## src/rtl/fifo_pkg.sv

```systemverilog
// Shared definitions for the parameterised synchronous FIFO.
// Used by the RTL and by the verification scoreboard.
package fifo_pkg;

  // Outcome of a single write or read request in a given cycle
  typedef enum logic [1:0] {
    ACC,
    REJ_FULL,
    REJ_EMPTY,
    IDLE
  } req_outcome_e;

  // Width needed to hold an occupancy of 0..depth inclusive
  function automatic int cnt_width(input int depth);
    return $clog2(depth + 1);
  endfunction

endpackage

```

## src/rtl/fifo_mem_dp.sv

```systemverilog
// Register-array storage for the FIFO: one synchronous write port and one
// registered read port. Storage words are never reset; only the read
// register is, so that data_out comes up as zero.
module fifo_mem_dp #(
  parameter int WIDTH = 16,
  parameter int DEPTH = 8,
  parameter int AW    = $clog2(DEPTH)
) (
  input  logic             clk,
  input  logic             rst_n,
  input  logic             wr_en,
  input  logic [AW-1:0]    wr_addr,
  input  logic [WIDTH-1:0] wr_data,
  input  logic             rd_en,
  input  logic [AW-1:0]    rd_addr,
  output logic [WIDTH-1:0] rd_data
);

  logic [WIDTH-1:0] mem_q [DEPTH];
  logic [WIDTH-1:0] rd_data_q;
  logic [WIDTH-1:0] rd_data_d;

  // Read register loads the addressed word on an accepted read, else holds
  always_comb begin
    rd_data_d = rd_data_q;
    if (rd_en) begin
      rd_data_d = mem_q[rd_addr];
    end
  end

  // Storage array write port; contents survive reset
  always_ff @(posedge clk) begin
    if (wr_en) begin
      mem_q[wr_addr] <= wr_data;
    end
  end

  // Read data register with synchronous clear
  always_ff @(posedge clk) begin
    if (!rst_n) begin
      rd_data_q <= '0;
    end else begin
      rd_data_q <= rd_data_d;
    end
  end

  assign rd_data = rd_data_q;

endmodule

```

## src/rtl/fifo_sync_param.sv

```systemverilog
// Single-clock FIFO with arbitrary depth (>=2), programmable almost-full /
// almost-empty thresholds, occupancy count, synchronous flush and
// registered read data with a read-valid strobe.
// Optional high-water mark output enabled by defining FIFO_PEAK_EN.
module fifo_sync_param
  import fifo_pkg::*;
#(
  parameter int FIFO_WIDTH = 16,
  parameter int FIFO_DEPTH = 8,
  parameter int AF_LEVEL   = FIFO_DEPTH - 1,
  parameter int AE_LEVEL   = 1,
  localparam int CNT_W     = cnt_width(FIFO_DEPTH)
) (
  input  logic                  clk,
  input  logic                  rst_n,
  input  logic                  flush,
  input  logic                  wr_en,
  input  logic [FIFO_WIDTH-1:0] data_in,
  input  logic                  rd_en,
  output logic [FIFO_WIDTH-1:0] data_out,
  output logic                  rd_valid,
  output logic                  wr_ack,
  output logic                  overflow,
  output logic                  underflow,
  output logic                  full,
  output logic                  empty,
  output logic                  almostfull,
  output logic                  almostempty,
`ifdef FIFO_PEAK_EN
  input  logic                  peak_clr,
  output logic [CNT_W-1:0]      peak,
`endif
  output logic [CNT_W-1:0]      count
);

  localparam int PTR_W = $clog2(FIFO_DEPTH);
  localparam logic [CNT_W-1:0] DEPTH_C  = CNT_W'(FIFO_DEPTH);
  localparam logic [CNT_W-1:0] AF_C     = CNT_W'(AF_LEVEL);
  localparam logic [CNT_W-1:0] AE_C     = CNT_W'(AE_LEVEL);
  localparam logic [PTR_W-1:0] PTR_LAST = PTR_W'(FIFO_DEPTH - 1);

  logic [PTR_W-1:0] wr_ptr_q, wr_ptr_d;
  logic [PTR_W-1:0] rd_ptr_q, rd_ptr_d;
  logic [CNT_W-1:0] count_q, count_d;
  logic             wr_ack_q, wr_ack_d;
  logic             overflow_q, overflow_d;
  logic             underflow_q, underflow_d;
  logic             rd_valid_q, rd_valid_d;

  req_outcome_e     wr_outcome;
  req_outcome_e     rd_outcome;
  logic             wr_acc;
  logic             rd_acc;

  // Status flags straight from the occupancy count
  assign full        = (count_q == DEPTH_C);
  assign empty       = (count_q == '0);
  assign almostfull  = (count_q >= AF_C) && !full;
  assign almostempty = (count_q <= AE_C) && !empty;

  // Classify this cycle's requests; flush or reset swallows both
  always_comb begin
    wr_outcome = IDLE;
    rd_outcome = IDLE;
    if (rst_n && !flush) begin
      if (wr_en) wr_outcome = full  ? REJ_FULL  : ACC;
      if (rd_en) rd_outcome = empty ? REJ_EMPTY : ACC;
    end
  end

  assign wr_acc = (wr_outcome == ACC);
  assign rd_acc = (rd_outcome == ACC);

  // Next pointer, count and pulse values from the request outcomes
  always_comb begin
    wr_ptr_d    = wr_ptr_q;
    rd_ptr_d    = rd_ptr_q;
    count_d     = count_q;
    wr_ack_d    = (wr_outcome == ACC);
    overflow_d  = (wr_outcome == REJ_FULL);
    rd_valid_d  = (rd_outcome == ACC);
    underflow_d = (rd_outcome == REJ_EMPTY);

    if (wr_acc) begin
      wr_ptr_d = (wr_ptr_q == PTR_LAST) ? '0 : wr_ptr_q + 1'b1;
    end
    if (rd_acc) begin
      rd_ptr_d = (rd_ptr_q == PTR_LAST) ? '0 : rd_ptr_q + 1'b1;
    end
    case ({wr_acc, rd_acc})
      2'b10:   count_d = count_q + 1'b1;
      2'b01:   count_d = count_q - 1'b1;
      default: count_d = count_q;
    endcase

    if (flush) begin
      wr_ptr_d = '0;
      rd_ptr_d = '0;
      count_d  = '0;
    end
  end

  // Control state registers with synchronous active-low reset
  always_ff @(posedge clk) begin
    if (!rst_n) begin
      wr_ptr_q    <= '0;
      rd_ptr_q    <= '0;
      count_q     <= '0;
      wr_ack_q    <= 1'b0;
      overflow_q  <= 1'b0;
      underflow_q <= 1'b0;
      rd_valid_q  <= 1'b0;
    end else begin
      wr_ptr_q    <= wr_ptr_d;
      rd_ptr_q    <= rd_ptr_d;
      count_q     <= count_d;
      wr_ack_q    <= wr_ack_d;
      overflow_q  <= overflow_d;
      underflow_q <= underflow_d;
      rd_valid_q  <= rd_valid_d;
    end
  end

  fifo_mem_dp #(
    .WIDTH (FIFO_WIDTH),
    .DEPTH (FIFO_DEPTH),
    .AW    (PTR_W)
  ) u_mem (
    .clk     (clk),
    .rst_n   (rst_n),
    .wr_en   (wr_acc),
    .wr_addr (wr_ptr_q),
    .wr_data (data_in),
    .rd_en   (rd_acc),
    .rd_addr (rd_ptr_q),
    .rd_data (data_out)
  );

  assign count     = count_q;
  assign wr_ack    = wr_ack_q;
  assign overflow  = overflow_q;
  assign underflow = underflow_q;
  assign rd_valid  = rd_valid_q;

`ifdef FIFO_PEAK_EN
  logic [CNT_W-1:0] peak_q, peak_d;

  // High-water mark tracks the upcoming count; any clear source wins
  always_comb begin
    peak_d = (count_d > peak_q) ? count_d : peak_q;
    if (flush || peak_clr) begin
      peak_d = '0;
    end
  end

  // High-water mark register
  always_ff @(posedge clk) begin
    if (!rst_n) begin
      peak_q <= '0;
    end else begin
      peak_q <= peak_d;
    end
  end

  assign peak = peak_q;
`endif

endmodule

```

## config.mk

```make
export PLATFORM = sky130hd
export DESIGN_NAME = fifo_sync_param
export DESIGN_NICKNAME = d
export VERILOG_FILES = /design/src/rtl/fifo_pkg.sv /design/src/rtl/fifo_mem_dp.sv /design/src/rtl/fifo_sync_param.sv
export SDC_FILE = /design/constraint.sdc
export NUM_CORES = 1
export LEC_CHECK = 0
export CAP_MARGIN = 20
export CORE_ASPECT_RATIO = 0.8
export CORE_MARGIN = 2
export CORE_UTILIZATION = 57
export DETAILED_ROUTE_END_ITERATION = 6
export PLACE_DENSITY = 0.78
export SYNTH_ARGS = -nofsm -noshare
export SYNTH_HDL_FRONTEND = slang
export SYNTH_SLANG_ARGS = --single-unit
```

## constraint.sdc

```tcl
create_clock -name clk -period 4.8 [get_ports clk]
set_clock_uncertainty 0.1 [all_clocks]
set_input_delay 1.2 -clock clk [delete_from_list [all_inputs] [get_ports clk]]
set_output_delay 1.2 -clock clk [all_outputs]
set_load 0.03 [all_outputs]
```

# Word-level counts from Yosys, hierarchy flattened

Memories as Yosys holds them, arrays and structs flattened. A register that Yosys moved wholly into a read port is not among the register bits.
Index checks and enable logic that the tools add are counted.

$add $sub $neg: 4
$lt $le $gt $ge: 2
Eq/ne operators: 7
Mux-type cells: 11
Bitwise logic cells: 1
Reduce and logical (&&, ||, !) cells: 12

Operator list:

| kind                  | count |
|---|---|
| $mux W2               | 5 |
| $pmux W4 S2           | 1 |
| $add A3 B1 Y3 const B | 2 |
| $eq A3 B3 Y1 const B  | 2 |
| $mux W3               | 2 |
| $add A4 B1 Y4 const B | 1 |
| $eq A2 B1 Y1 const B  | 2 |
| $eq A2 B2 Y1 const B  | 2 |
| $eq A4 B4 Y1 const B  | 1 |
| $ge A4 B3 Y1 const B  | 1 |
| $le A4 B1 Y1 const B  | 1 |
| $logic_not A1 Y1      | 4 |
| $logic_not A2 Y1      | 2 |
| $logic_not A4 Y1      | 1 |
| $sub A4 B1 Y4 const B | 1 |
| $logic_and A1 B1 Y1   | 3 |
| $mux W1               | 3 |
| $reduce_bool A2 Y1    | 1 |
| $reduce_or A2 Y1      | 1 |
| $not A1 Y1            | 1 |

Register bits after elaboration: 14
Bits in writable memories: 128
Input port bits: 21
Output and inout bits: 28
Word-level logic and storage cells: 45
Memories kept: 1

Memory list:

| memory      | depth | bits a word | read ports | clocked after Yosys merged registers in | wr ports | RTL line          | source |
|---|---|---|---|---|---|---|---|
| u_mem.mem_q | 8     | 16          | 1          | 1                                       | 1        | fifo_mem_dp.sv:19 | `logic [WIDTH-1:0] mem_q [DEPTH];` |

# Logic depth before layout (Yosys ltp)

Depth after elaboration: 7
Gate-level depth with buffers: 12

# Modules after synthesis

A second synthesis with hierarchy kept.

Cell total of the unflattened synthesis: 385
Area, all modules: 6236.0 µm²

By module, submodules not included:

| module          | times used | cells each | area an instance (µm²) |
|---|---|---|---|
| fifo_mem_dp     | 1          | 306        | 5511.5 |
| fifo_sync_param | 1          | 79         | 724.4 |

# Worst setup path after synthesis

Ideal clock, no wire load.

Path type: input to register
From: input flush
To: memory u_mem.mem_q[0][0], enable pin
Data arrival time: 3298 ps
Slack: 971 ps
Cell stages on the path: 5
Cells stage by stage: and2b_2 and3_1 buf_6 inv_4 nor4_1

Word-level cells in the longest chain between the ends: 6

RTL lines:

| what                          | RTL line              | source |
|---|---|---|
| start: declaration            | fifo_sync_param.sv:16 | `input logic flush,` |
| $logic_not A1 Y1              | fifo_sync_param.sv:65 | `if (rst_n && !flush) begin` |
| $logic_and A1 B1 Y1           | fifo_sync_param.sv:65 |  |
| $mux W2                       | fifo_sync_param.sv:65 |  |
| $logic_not A2 Y1              | fifo_sync_param.sv:71 | `assign wr_acc = (wr_outcome == ACC);` |
| $mux W1                       | fifo_mem_dp.sv:33     | `if (wr_en) begin` |
| $mux W1 (not written as such) | fifo_mem_dp.sv:34     | `mem_q[wr_addr] <= wr_data;` |
| end: declaration              | fifo_mem_dp.sv:19     |  |

Every way passes these cells.

# Worst setup path in the final report

From: register count_q[1], in the netlist count[1]
To: output empty

Word-level cells in the longest chain between the ends: 1

RTL lines:

| what                     | RTL line               | source |
|---|---|---|
| start: declaration       | fifo_sync_param.sv:44  | `logic [CNT_W-1:0] count_q, count_d;` |
| start signal: assignment | fifo_sync_param.sv:116 | `count_q <= count_d;` |
| $logic_not A4 Y1         | fifo_sync_param.sv:57  | `assign empty = (count_q == '0);` |
| end: declaration         | fifo_sync_param.sv:26  | `output logic empty,` |

Every way passes these cells.

==> key figures <==
Detailed routing
  • Initial DRC Count: 392
  • Vias per cell: 5.85
  • Post-route antenna net violation count: 0
  • Routed WL: 11.7 mm
  • First-pass detailed-route iteration total: 4
  • Number of remaining DRC errors: 0
  • Avg WL per Cell: 21.4 µm
  • Via count: 3,193

STA
  • Endpoints failing setup: 0
  • Worst setup margin: 1.10 ns
  • Endpoints failing hold: 0
  • Final min period: 3.70 ns
  • Slew @ Worst Pin: 0.918 ns
  • RSZ-0062 raised after global routing: false
  • Fin crit share: 77.2%
  • Achievable Freq: 270 MHz
  • Final setup TNS: 0 ns
  • Final Max Tran Viols: 0
  • Relative slew slack: 38.8%

Setup path
  • RR Startpoint: count[0]
  • R2R setup slack: 1.92 ns
  • Critical Path RT: 3.50 ns
  • CP most frequent cell: inv_1
  • Crit path arrival time: 2.40 ns
  • Worst setup path class: flop to output pin
  • CP max stage delay: 0.66 ns
  • Slowest-stage cell, CP: clkdlybuf4s50_1
  • Worst-path cell chain: inv_1 > ha_1 > or3b_1 > inv_1 > clkdlybuf4s50_1
  • Crit-path max FO: 5
  • CP Capture Type: output pin
  • R2R depth: 10
  • CP Launch Type: flop
  • RR Endpoint: count[3]

Clock tree
  • Setup bufs post-CTS: 0
  • Clock Pin Slew Worst Setup and Hold Paths: 0.07 ns
  • Hold Buf Count CTS: 0
  • Clk_lat worst skew: 0.42 ns
  • Clock Path Buffers: 2
  • H-Tree Depth: 4
  • Cts repair resizes: 0
  • CTS buffer count: 17
  • CTS root buf: clkbuf_16
  • CTS tree: yes
  • Clk sinks: 158

Power
  • Clock share of power: 47.2%
  • Pwr/cell area: 406 nW/µm²
  • Total power: 2.97 mW
  • Comb pwr share: 2.5%
  • Sw Pwr: 0.581 mW
  • Reg power frac: 50.2%
  • Static Leak: 2.47 nW
  • Sw Ratio: 19.6%
  • Total internal power: 2.39 mW
  • Peak supply drop: 0.312 mV

Logic synthesis
  • Area contributors post-synth: edfxtp_1, mux4_2, dfxtp_1
  • Number of synthesized flops with an enable pin: 128
  • Async SR Flop Fraction: 0%
  • Syn Area/Cell: 18.4 µm²
  • Synth Register Bits: 158
  • Mapped Nets: 355
  • Yosys warning total: 0
  • Mapped Cells: 326
  • Leading area contributor after synthesis: edfxtp_1
  • Top-area cell type share of the netlist area: 64.1%
  • Post-synthesis cell type count: 40
  • Most frequent cells after synthesis: edfxtp_1, mux4_2, dfxtp_1, nor2_1, o21ai_0
  • Primary FF master, synth: edfxtp_1
  • Post-Synthesis Cell Area: 6000 µm²
  • Seq/Total Area, Yosys: 74.1%
  • Top-count cell post-synth: edfxtp_1

Global routing
  • Global-route wire length before repair: 18.3 mm
  • Largest net degree at the start of global routing: 35
  • Vias in the first global route: 3,316
  • All-Layer GR Usage: 22.8%
  • Grt ovf: 0
  • GR Util met1: 29.7%
  • Gr busiest metal: met2
  • Initial antenna violation count: 0
  • Met2 GRT Util: 36.0%
  • Met3 usage: 7.82%

Placed design
  • Cell area after placement: 6700 µm²
  • Setup WS pre-CTS: 0.836 ns
  • DP Wirelength: 7.01 mm
  • Gp weighted congestion: 0.751
  • Port bufs: 48

Finish
  • Post-layout instance area: 7320 µm²
  • Share of layout cells above drive strength 1: 22.7%
  • Reg area: 4450 µm²
  • Diode count: 0
  • Fillers: 662
  • Area Overhead vs Synth: 22.0%
  • Utilization after layout: 71.4%
  • Area of the multi-input gates: 1450 µm²
  • Nets: 422

Worst hold path
  • Hold WC Path Type: flop to flop
  • Hold Crit Depth: 2
  • Sink of the worst hold path: u_mem.rd_data[9]
  • Hold wc startpoint: u_mem.rd_data[9]

Floorplan
  • Initial Util: 58.6%
  • Die height: 95.7 µm
  • Die W: 119 µm
  • Core Region: 10,200 µm²
  • Die area: 11,400 µm²
  • I/O pin count: 49
  • FP Rows: 33

Run
  • Max_cap viols: 0

Outcome
  • Status: completed
## power by group through the flow
stage	registers (mW)	logic [mW]	clock network, mW
global placement	1.52	0.0734	0
floorplan	1.52	0.0279	0
detailed placement	1.52	0.0753	0
CTS	1.49	0.0762	1.42
finish	1.49	0.0755	1.40
global route	1.49	0.0817	1.48
## per-stage QoR
stage,hold slack [ns],instances
CTS,0.421,546
global route,0.445,546
finish,0.422,546
global placement,0.400,514
floorplan,0.378,326
detailed placement,0.399,514
## worst max-delay path by stage
stage,cells after the start,start,slack [ns],endpoint
2_1_floorplan,5,flush,0.97,u_mem.mem_q[0][0]
3_3_place_gp,9,rst_n,0.85,count[3]
3_5_place_dp,9,rst_n,0.84,count[3]
4_1_cts,5,count[0],1.09,empty
5_1_grt,5,count[0],0.96,empty
6_report,5,count[1],1.10,empty
## kinds of logic after synthesis
family,synth area share (%)
AO/OA/AOI/OAI,4.07
XOR/XNOR,0.438
adder cells (fa/ha/maj),1.67
buffers and inverters,2.17
flip-flops,74.1
multiplexers,12.2
AND/OR/NAND/NOR,5.36
## final cells by class
type | count | share of cell area [%]
Inverter | 8 | 0.445
Tap cell | 140 | 2.39
Multi-Input combinational cell | 145 | 19.8
Clock buffer | 17 | 5.81
Sequential cell | 158 | 60.8
Timing Repair Buffer | 63 | 8.11
Clock inverter | 15 | 2.65
## layout by cell type, fill, tap and decap left out, drive strengths merged, types with 2 or more instances in the layout
cell type      synthesis  routed
nor2                  22      22
inv                    8       9
nor3                   4       4
clkinvlp               0       2
a21oi                  8       8
nand2                 10      10
o22ai                 16      16
dfxtp                 30      30
xor2                   2       2
ha                     8       8
nand3b                 4       4
buf                   10      15
o21ai                 17      17
clkinv                 0       8
bufinv                 0       4
edfxtp               128     128
nand3                  3       3
or3                    2       2
clkdlybuf4s50          0      48
and3                   2       2
clkbuf                 5      17
nand2b                 2       2
mux4                  32      32
## worst max-delay path, delay by kind of cell, from the launching register on
family / cells / cell delay [ns]
and+or+nand+nor: 1 / 0.51
DFF: 1 / 0.35
buffers and inverters: 3 / 0.86
adders and majority gates: 1 / 0.25
## metal layers
metal	vias up	wire, µm
met3	20	770
met5	-	0
li1	1433	-
met1	1627	5000
met2	113	5670
met4	0	239
## flip-flops by register name (all words and copies together) (netlist names)
signal / cells
u_mem.mem_q: 128
u_mem.rd_data: 16
count: 4
rd_ptr_q: 3
wr_ptr_q: 3
overflow: 1
rd_valid: 1
underflow: 1
wr_ack: 1
No activity file was read; power rests on OpenSTA's default activity.
